==> config.mk <==
export PLATFORM = sky130hd
export DESIGN_NAME = odd_result_pipe
export DESIGN_NICKNAME = d
export VERILOG_FILES = /design/src/rtl/odd_result_pipe_pkg.sv /design/src/rtl/odd_result_pipe_fw_match.sv /design/src/rtl/odd_result_pipe.sv
export SDC_FILE = /design/constraint.sdc
export NUM_CORES = 2
export LEC_CHECK = 0
export BUFFER_PORTS_ARGS = -buffer_cell sky130_fd_sc_hd__clkbuf_2
export CAP_MARGIN = 10
export CORE_AREA = 5 5 649 651
export CTS_BUF_LIST = sky130_fd_sc_hd__clkbuf_16
export CTS_CLUSTER_DIAMETER = 80
export CTS_CLUSTER_SIZE = 12
export DETAILED_ROUTE_END_ITERATION = 8
export DIE_AREA = 0 0 654 656
export PLACE_DENSITY_LB_ADDON = 0.1
export SLEW_MARGIN = 40
export SYNTH_ARGS = -nofsm -noshare
export SYNTH_HDL_FRONTEND = slang
export SYNTH_SLANG_ARGS = --single-unit
==> constraint.sdc <==
create_clock -name clock -period 4.7 [get_ports clock]
set_clock_uncertainty 0.1 [all_clocks]
set_input_delay 0.94 -clock clock [delete_from_list [all_inputs] [get_ports clock]]
set_output_delay 0.94 -clock clock [all_outputs]
set_load 0.01 [all_outputs]
==> src/rtl/odd_result_pipe_pkg.sv <==
// rtl/odd_result_pipe_pkg.sv - shared constants and entry layout for the result pipes
package odd_result_pipe_pkg;

   localparam int DEFAULT_DATA_W = 128;
   localparam int DEFAULT_ADDR_W = 7;
   localparam int ODD_DEPTH      = 7;
   localparam int EVEN_DEPTH     = 6;

   // Stage-bus entry layout, MSB-first: {valid, wr_en, ready, rt_addr, data}
   localparam int ENTRY_DATA_LSB = 0;

   function automatic int entry_addr_lsb(input int data_w);
      return data_w;
   endfunction

   function automatic int entry_ready_bit(input int data_w, input int addr_w);
      return data_w + addr_w;
   endfunction

   function automatic int entry_wr_en_bit(input int data_w, input int addr_w);
      return data_w + addr_w + 1;
   endfunction

   function automatic int entry_valid_bit(input int data_w, input int addr_w);
      return data_w + addr_w + 2;
   endfunction

endpackage

==> src/rtl/odd_result_pipe_fw_match.sv <==
// rtl/odd_result_pipe_fw_match.sv - youngest-wins forwarding match for one source port
module odd_result_pipe_fw_match
   import odd_result_pipe_pkg::*;
#(
   parameter int DEPTH  = ODD_DEPTH,
   parameter int ADDR_W = DEFAULT_ADDR_W,
   parameter int DATA_W = DEFAULT_DATA_W
) (
   input  logic [DEPTH-1:0]        cand_valid,
   input  logic [DEPTH-1:0]        cand_ready,
   input  logic [DEPTH*ADDR_W-1:0] cand_addr,
   input  logic [DEPTH*DATA_W-1:0] cand_data,
   input  logic [ADDR_W-1:0]       src_addr,
   output logic                    hit,
   output logic                    stall,
   output logic [DATA_W-1:0]       data
);

   // Walk oldest to youngest so the lowest stage index is the last to win.
   always_comb begin
      hit   = 1'b0;
      stall = 1'b0;
      data  = '0;
      for (int i = DEPTH - 1; i >= 0; i--) begin
         if (cand_valid[i] && (cand_addr[i*ADDR_W +: ADDR_W] == src_addr)) begin
            hit   = 1'b1;
            stall = !cand_ready[i];
            data  = cand_data[i*DATA_W +: DATA_W];
         end
      end
   end

endmodule

==> src/rtl/odd_result_pipe.sv <==
// rtl/odd_result_pipe.sv - DEPTH-stage result pipe with latency-aware forwarding,
// branch flush, occupancy count and writeback from the last stage
module odd_result_pipe
   import odd_result_pipe_pkg::*;
#(
   parameter int DATA_W   = DEFAULT_DATA_W,
   parameter int ADDR_W   = DEFAULT_ADDR_W,
   parameter int DEPTH    = ODD_DEPTH,
   parameter int NUM_SRC  = 3,
   parameter int LAT_W    = $clog2(DEPTH + 1),
   localparam int ENTRY_W = DATA_W + ADDR_W + 3
) (
   input  logic                      clock,
   input  logic                      reset,
   input  logic                      in_valid,
   input  logic                      in_wr_en,
   input  logic [ADDR_W-1:0]         in_rt_addr,
   input  logic [DATA_W-1:0]         in_data,
   input  logic [LAT_W-1:0]          in_lat,
   input  logic                      flush,
   input  logic [LAT_W-1:0]          kill_stage,
   input  logic [NUM_SRC*ADDR_W-1:0] src_addr,
   output logic [NUM_SRC-1:0]        src_hit,
   output logic [NUM_SRC-1:0]        src_stall,
   output logic [NUM_SRC*DATA_W-1:0] src_data,
   output logic [DEPTH*ENTRY_W-1:0]  fw_st,
   output logic                      wb_en,
   output logic [ADDR_W-1:0]         wb_addr,
   output logic [DATA_W-1:0]         wb_data,
   output logic [LAT_W-1:0]          inflight
);

   localparam int ADDR_LSB  = entry_addr_lsb(DATA_W);
   localparam int READY_BIT = entry_ready_bit(DATA_W, ADDR_W);
   localparam int WR_BIT    = entry_wr_en_bit(DATA_W, ADDR_W);
   localparam int VALID_BIT = entry_valid_bit(DATA_W, ADDR_W);

   logic              st_valid [1:DEPTH];
   logic              st_wr_en [1:DEPTH];
   logic [LAT_W-1:0]  st_lat   [1:DEPTH];
   logic [ADDR_W-1:0] st_addr  [1:DEPTH];
   logic [DATA_W-1:0] st_data  [1:DEPTH];

   logic              issue_ok;
   logic [LAT_W-1:0]  issue_lat;
   logic              nxt_valid [1:DEPTH];
   logic [LAT_W-1:0]  nxt_count;

   logic [DEPTH-1:0]        cand_valid;
   logic [DEPTH-1:0]        cand_ready;
   logic [DEPTH*ADDR_W-1:0] cand_addr;
   logic [DEPTH*DATA_W-1:0] cand_data;

   always_comb begin
      issue_ok = in_valid && !flush;
      if (in_lat == '0)
         issue_lat = LAT_W'(1);
      else if (int'(in_lat) > DEPTH)
         issue_lat = LAT_W'(DEPTH);
      else
         issue_lat = in_lat;

      // A flush kills entries sitting in stages 1..kill_stage before they advance.
      nxt_valid[1] = issue_ok;
      for (int s = 2; s <= DEPTH; s++)
         nxt_valid[s] = st_valid[s-1] && !(flush && ((s - 1) <= int'(kill_stage)));

      nxt_count = '0;
      for (int s = 1; s <= DEPTH; s++)
         nxt_count = nxt_count + LAT_W'(nxt_valid[s]);
   end

   always_ff @(posedge clock or negedge reset) begin
      if (!reset) begin
         for (int s = 1; s <= DEPTH; s++) begin
            st_valid[s] <= 1'b0;
            st_wr_en[s] <= 1'b0;
            st_lat[s]   <= '0;
            st_addr[s]  <= '0;
            st_data[s]  <= '0;
         end
         inflight <= '0;
      end else begin
         st_valid[1] <= issue_ok;
         st_wr_en[1] <= issue_ok && in_wr_en;
         st_lat[1]   <= issue_ok ? issue_lat : '0;
         st_addr[1]  <= issue_ok ? in_rt_addr : '0;
         st_data[1]  <= issue_ok ? in_data : '0;
         for (int s = 2; s <= DEPTH; s++) begin
            st_valid[s] <= nxt_valid[s];
            st_wr_en[s] <= nxt_valid[s] && st_wr_en[s-1];
            st_lat[s]   <= nxt_valid[s] ? st_lat[s-1] : '0;
            st_addr[s]  <= nxt_valid[s] ? st_addr[s-1] : '0;
            st_data[s]  <= nxt_valid[s] ? st_data[s-1] : '0;
         end
         inflight <= nxt_count;
      end
   end

   always_comb begin
      fw_st      = '0;
      cand_valid = '0;
      cand_ready = '0;
      cand_addr  = '0;
      cand_data  = '0;
      for (int s = 1; s <= DEPTH; s++) begin
         cand_valid[s-1]                  = st_valid[s] && st_wr_en[s];
         cand_ready[s-1]                  = st_valid[s] && (s >= int'(st_lat[s]));
         cand_addr[(s-1)*ADDR_W +: ADDR_W] = st_addr[s];
         cand_data[(s-1)*DATA_W +: DATA_W] = st_data[s];
         fw_st[(s-1)*ENTRY_W + VALID_BIT]                   = st_valid[s];
         fw_st[(s-1)*ENTRY_W + WR_BIT]                      = st_wr_en[s];
         fw_st[(s-1)*ENTRY_W + READY_BIT]                   = cand_ready[s-1];
         fw_st[(s-1)*ENTRY_W + ADDR_LSB +: ADDR_W]          = st_addr[s];
         fw_st[(s-1)*ENTRY_W + ENTRY_DATA_LSB +: DATA_W]    = st_data[s];
      end
   end

   assign wb_en   = st_valid[DEPTH] && st_wr_en[DEPTH];
   assign wb_addr = st_addr[DEPTH];
   assign wb_data = st_data[DEPTH];

   for (genvar p = 0; p < NUM_SRC; p++) begin : g_src
      odd_result_pipe_fw_match #(
         .DEPTH  (DEPTH),
         .ADDR_W (ADDR_W),
         .DATA_W (DATA_W)
      ) u_match (
         .cand_valid (cand_valid),
         .cand_ready (cand_ready),
         .cand_addr  (cand_addr),
         .cand_data  (cand_data),
         .src_addr   (src_addr[p*ADDR_W +: ADDR_W]),
         .hit        (src_hit[p]),
         .stall      (src_stall[p]),
         .data       (src_data[p*DATA_W +: DATA_W])
      );
   end

endmodule

==> flow_metrics.py <==
metrics = {
    "critical_path": {
        "r2r_cells": 9,
        "startpoint_type": "flop",
        "path_common_cell": "buf_4",
        "critPathKind": "reg -> out",
        "crit_required_ns": 3.66,
        "critPathMaxStageDelay_ns": 0.59,
        "critPathCaptureType": "output port",
        "timing.rr.end": "inflight[1]$_DFF_PN0_",
        "slowest_stage": "dfrtp_1",
        "arrival_ns": 4.01,
        "r2r_slack_ns": 1.65,
        "crit_chain": "xnor2_1 > nor4bb_2 > buf_4 > nand2_4 > buf_12 > o221ai_1 > a31oi_1 > buf_4 > clkbuf_2",
        "r2r-start": "fw_st[827]$_DFF_PN0_",
        "cp_max_fo": 52,
    },
    "placed_design": {
        "dp.final_hpwl_um": 426000,
        "finalWeightedCongestion": 0.892,
        "placed_cell_area_sq_mm": 0.0767,
        "portBuffers": 1661,
    },
    "drt": {
        "route.vias.total": 67785,
        "drt-initial-drc-count": 7834,
        "viasPerCell": 4.90,
        "routed_wl_um": 599000,
        "drtAntennaViolNets": 0,
        "routedWlPerCell_um": 43.3,
        "drc_errors": 0,
        "firstDrtPassIters": 6,
    },
    "yosys": {
        "synth.largest_area_cell": "dfrtp_1",
        "synth_common_cells": "980 x dfrtp_1, 697 x and2_1, 499 x clkbuf_1, 476 x and3_1, 335 x a21oi_1",
        "synth_top_family_by_area": "compound AO/OA/AOI/OAI gates",
        "synth_flop_cell": "dfrtp_1",
        "synth_xor_area_frac": 0.0229,
        "synthesis.area_sq_mm": 0.0562,
        "synthAdderAreaFrac": 0.00143,
        "synth_warnings": 0,
        "synthMuxAreaShare": 0.000178,
        "yosysSeqAreaShare": 0.436,
        "synth_area_leaders": "dfrtp_1 44%, and2_1 7.8%, and3_1 5.3%, o221ai_1 3.8%, clkbuf_1 3.3%",
        "ys_types": 80,
        "synth_nets": 6261,
        "yosys.area.top_type_share": 0.436,
        "synth-simple-area-share": 0.213,
        "async_reset_ff_frac": 1.00,
        "synth_cells": 6090,
        "synth_compound_area_frac": 0.248,
        "syn_avg_cell_area_sq_um": 9.23,
        "yosysMostFrequentCell": "dfrtp_1",
        "synth_seq_cells": 980,
        "synth_edf_count": 0,
    },
    "sta": {
        "rsz0062_at_grt": "yes",
        "post-route-min-period_ns": 5.05,
        "slew_headroom": 0.278,
        "setup_slack_ns": -0.349,
        "max_freq_mhz": 198,
        "holdWs_ns": 0.164,
        "fin_crit_sh": 1.07,
        "setup_violations": 322,
        "tns_ns": -35.16,
        "final_max_slew_viol_count": 0,
        "tightest_slew_ns": 1.08,
        "hold_violations": 0,
    },
    "hold_path": {
        "min_to": "fw_st[67]$_DFF_PN0_",
        "hold_depth": 2,
        "min_path_type": "in -> reg",
        "hold_start": "in_data[67]",
    },
    "die": {
        "die_height_um": 656,
        "core.rowCount": 237,
        "die_w_um": 654,
        "core_area_sq_mm": 0.415,
        "die-area_sq_mm": 0.429,
        "initial_core_util": 0.135,
        "io_pins": 1662,
    },
    "global_routing": {
        "grt_pass1_wl_um": 742000,
        "grt_pass1_vias": 65823,
        "gr-total-overflow": 0,
        "grt_max_degree": 98,
        "track_usage": 0.258,
        "antenna_found_initial": 46,
    },
    "power": {
        "total_power_w": 0.0210,
        "p_comb_frac": 0.048,
        "internal-power_w": 0.0151,
        "leakage_nw": 44.0,
        "p_sw_frac": 0.278,
        "clkPwrFrac": 0.539,
        "p_sw_w": 0.00583,
        "seqPwrFrac": 0.413,
        "vdd_drop_max_mv": 0.246,
        "power_density_mw_per_mm2": 229,
    },
    "clock_tree": {
        "worstSkewPairLatency_ns": 0.86,
        "cts_tree": "built",
        "clockBufferDepth": 4,
        "clockRootBuffer": "clkbuf_16",
        "cts_buffers": 136,
        "h-tree-depth": 4,
        "clkSinkCount": 980,
        "clk_pin_slew_ns": 0.06,
    },
    "finish": {
        "nNetsFinal": 8376,
        "fin_area_sq_mm": 0.0915,
        "final_core_util": 0.221,
        "drive_gt1_frac": 0.456,
        "syn2layout_area_growth_pct": 62.9,
    },
    "outcome": {
        "status": "complete, but fails checks",
        "violations": "setup timing",
    },
    "flow_run": {
        "max-cap-violations": 0,
    },
}
==> per-stage QoR <==
step                      setup WS, ns  std cells
after floorplan                  0.787       6090
after global placement          -0.875      13259
after detailed placement        -0.824      13261
after CTS                       -0.371      13684
after global routing            -0.364      13798
final                           -0.349      13825
==> worst max-delay path: cells and delay by family, from the launching register on <==
kind                   cells  cell delay [ns]
XOR/XNOR                   1             0.18
AO/OA/AOI/OAI              2             0.75
AND/OR/NAND/NOR            2             0.53
buffers and inverters      4             0.73
flip-flops                 1             0.59
==> cell families (layout without fill, tap and decap cells) <==
logic type | count (synthesis) | after routing
fa+ha+maj | 4 | 4
buf+inv | 918 | 3126
compound gates | 1884 | 1884
mux | 1 | 1
flops | 980 | 980
other cells | 0 | 30
xor+xnor | 147 | 147
simple gates | 2156 | 2156
==> cell type report <==
cell class	instances	area, sq um
fill	45345	323000
clock inverter	90	996
clock buffer	141	3530
timing repair buffer	2802	23400
inverter	93	349
antenna	30	75.1
sequential	980	24600
tap	5497	6880
multi-input combinational	4192	31700
==> registers in the layout (all words and copies together) (netlist names) <==
signal    count
st_lat       18
wb_addr       7
fw_st       824
inflight      3
wb_data     128
==> timing repair <==
action	4_1_cts	5_1_grt
gates cloned	53	27
pin swaps	192	224
hold endpoints to repair	26	0
gates resized for setup	615	645
setup buffers	156	111
hold buffers	1	0
setup endpoints to repair	390	387
==> power by group through the flow <==
stage	combinational [W]	sequential [W]	clock [W]
after floorplan	0.000250	0.00876	0
after detailed placement	0.000996	0.00881	0
final	0.00101	0.00866	0.0113
after CTS	0.00103	0.00865	0.0116
after global routing	0.00108	0.00865	0.0118
after global placement	0.000993	0.00881	0
==> worst max-delay path by stage <==
stage	to	startpoint	slack [ns]
floorplan	src_data[176]	src_addr[9]	0.79
global placement	src_data[255]	src_addr[13]	-0.87
detailed placement	src_data[304]	src_addr[16]	-0.82
CTS	src_data[174]	fw_st[824]$_DFF_PN0_	-0.37
global route	src_data[75]	fw_st[547]$_DFF_PN0_	-0.36
finish	src_data[71]	fw_st[683]$_DFF_PN0_	-0.35
==> cells in the final DEF (no fill, tap or decap), types with 35 or more instances in the layout <==
master	count
clkbuf_16	163
and2_1	691
buf_2	41
a31oi_1	126
inv_1	100
and3_1	445
xnor2_1	35
nand3_1	103
o21ai_2	36
a2111oi_2	40
a21oi_1	231
a31oi_4	52
nor3_1	217
a222oi_1	56
buf_12	254
clkbuf_2	1511
buf_8	37
xor2_1	86
a21o_1	183
o31ai_1	60
dfrtp_2	38
nor2_1	265
a21oi_2	93
buf_6	138
o221ai_2	72
a31oi_2	37
a211o_1	61
o221a_2	69
a211oi_1	40
dfrtp_1	940
nand2_1	211
o221ai_1	142
o21ai_0	96
o21ai_1	51
buf_4	683
buf_16	81
a31o_2	52
or3_1	65
a221oi_1	185
==> metal layers <==
layer  part of all wire  global-route usage
met5            0.00013                   0
met1               0.40               0.323
met3              0.075              0.0529
met4              0.064               0.125
met2               0.46               0.420
No activity file was read; power rests on OpenSTA's default activity.
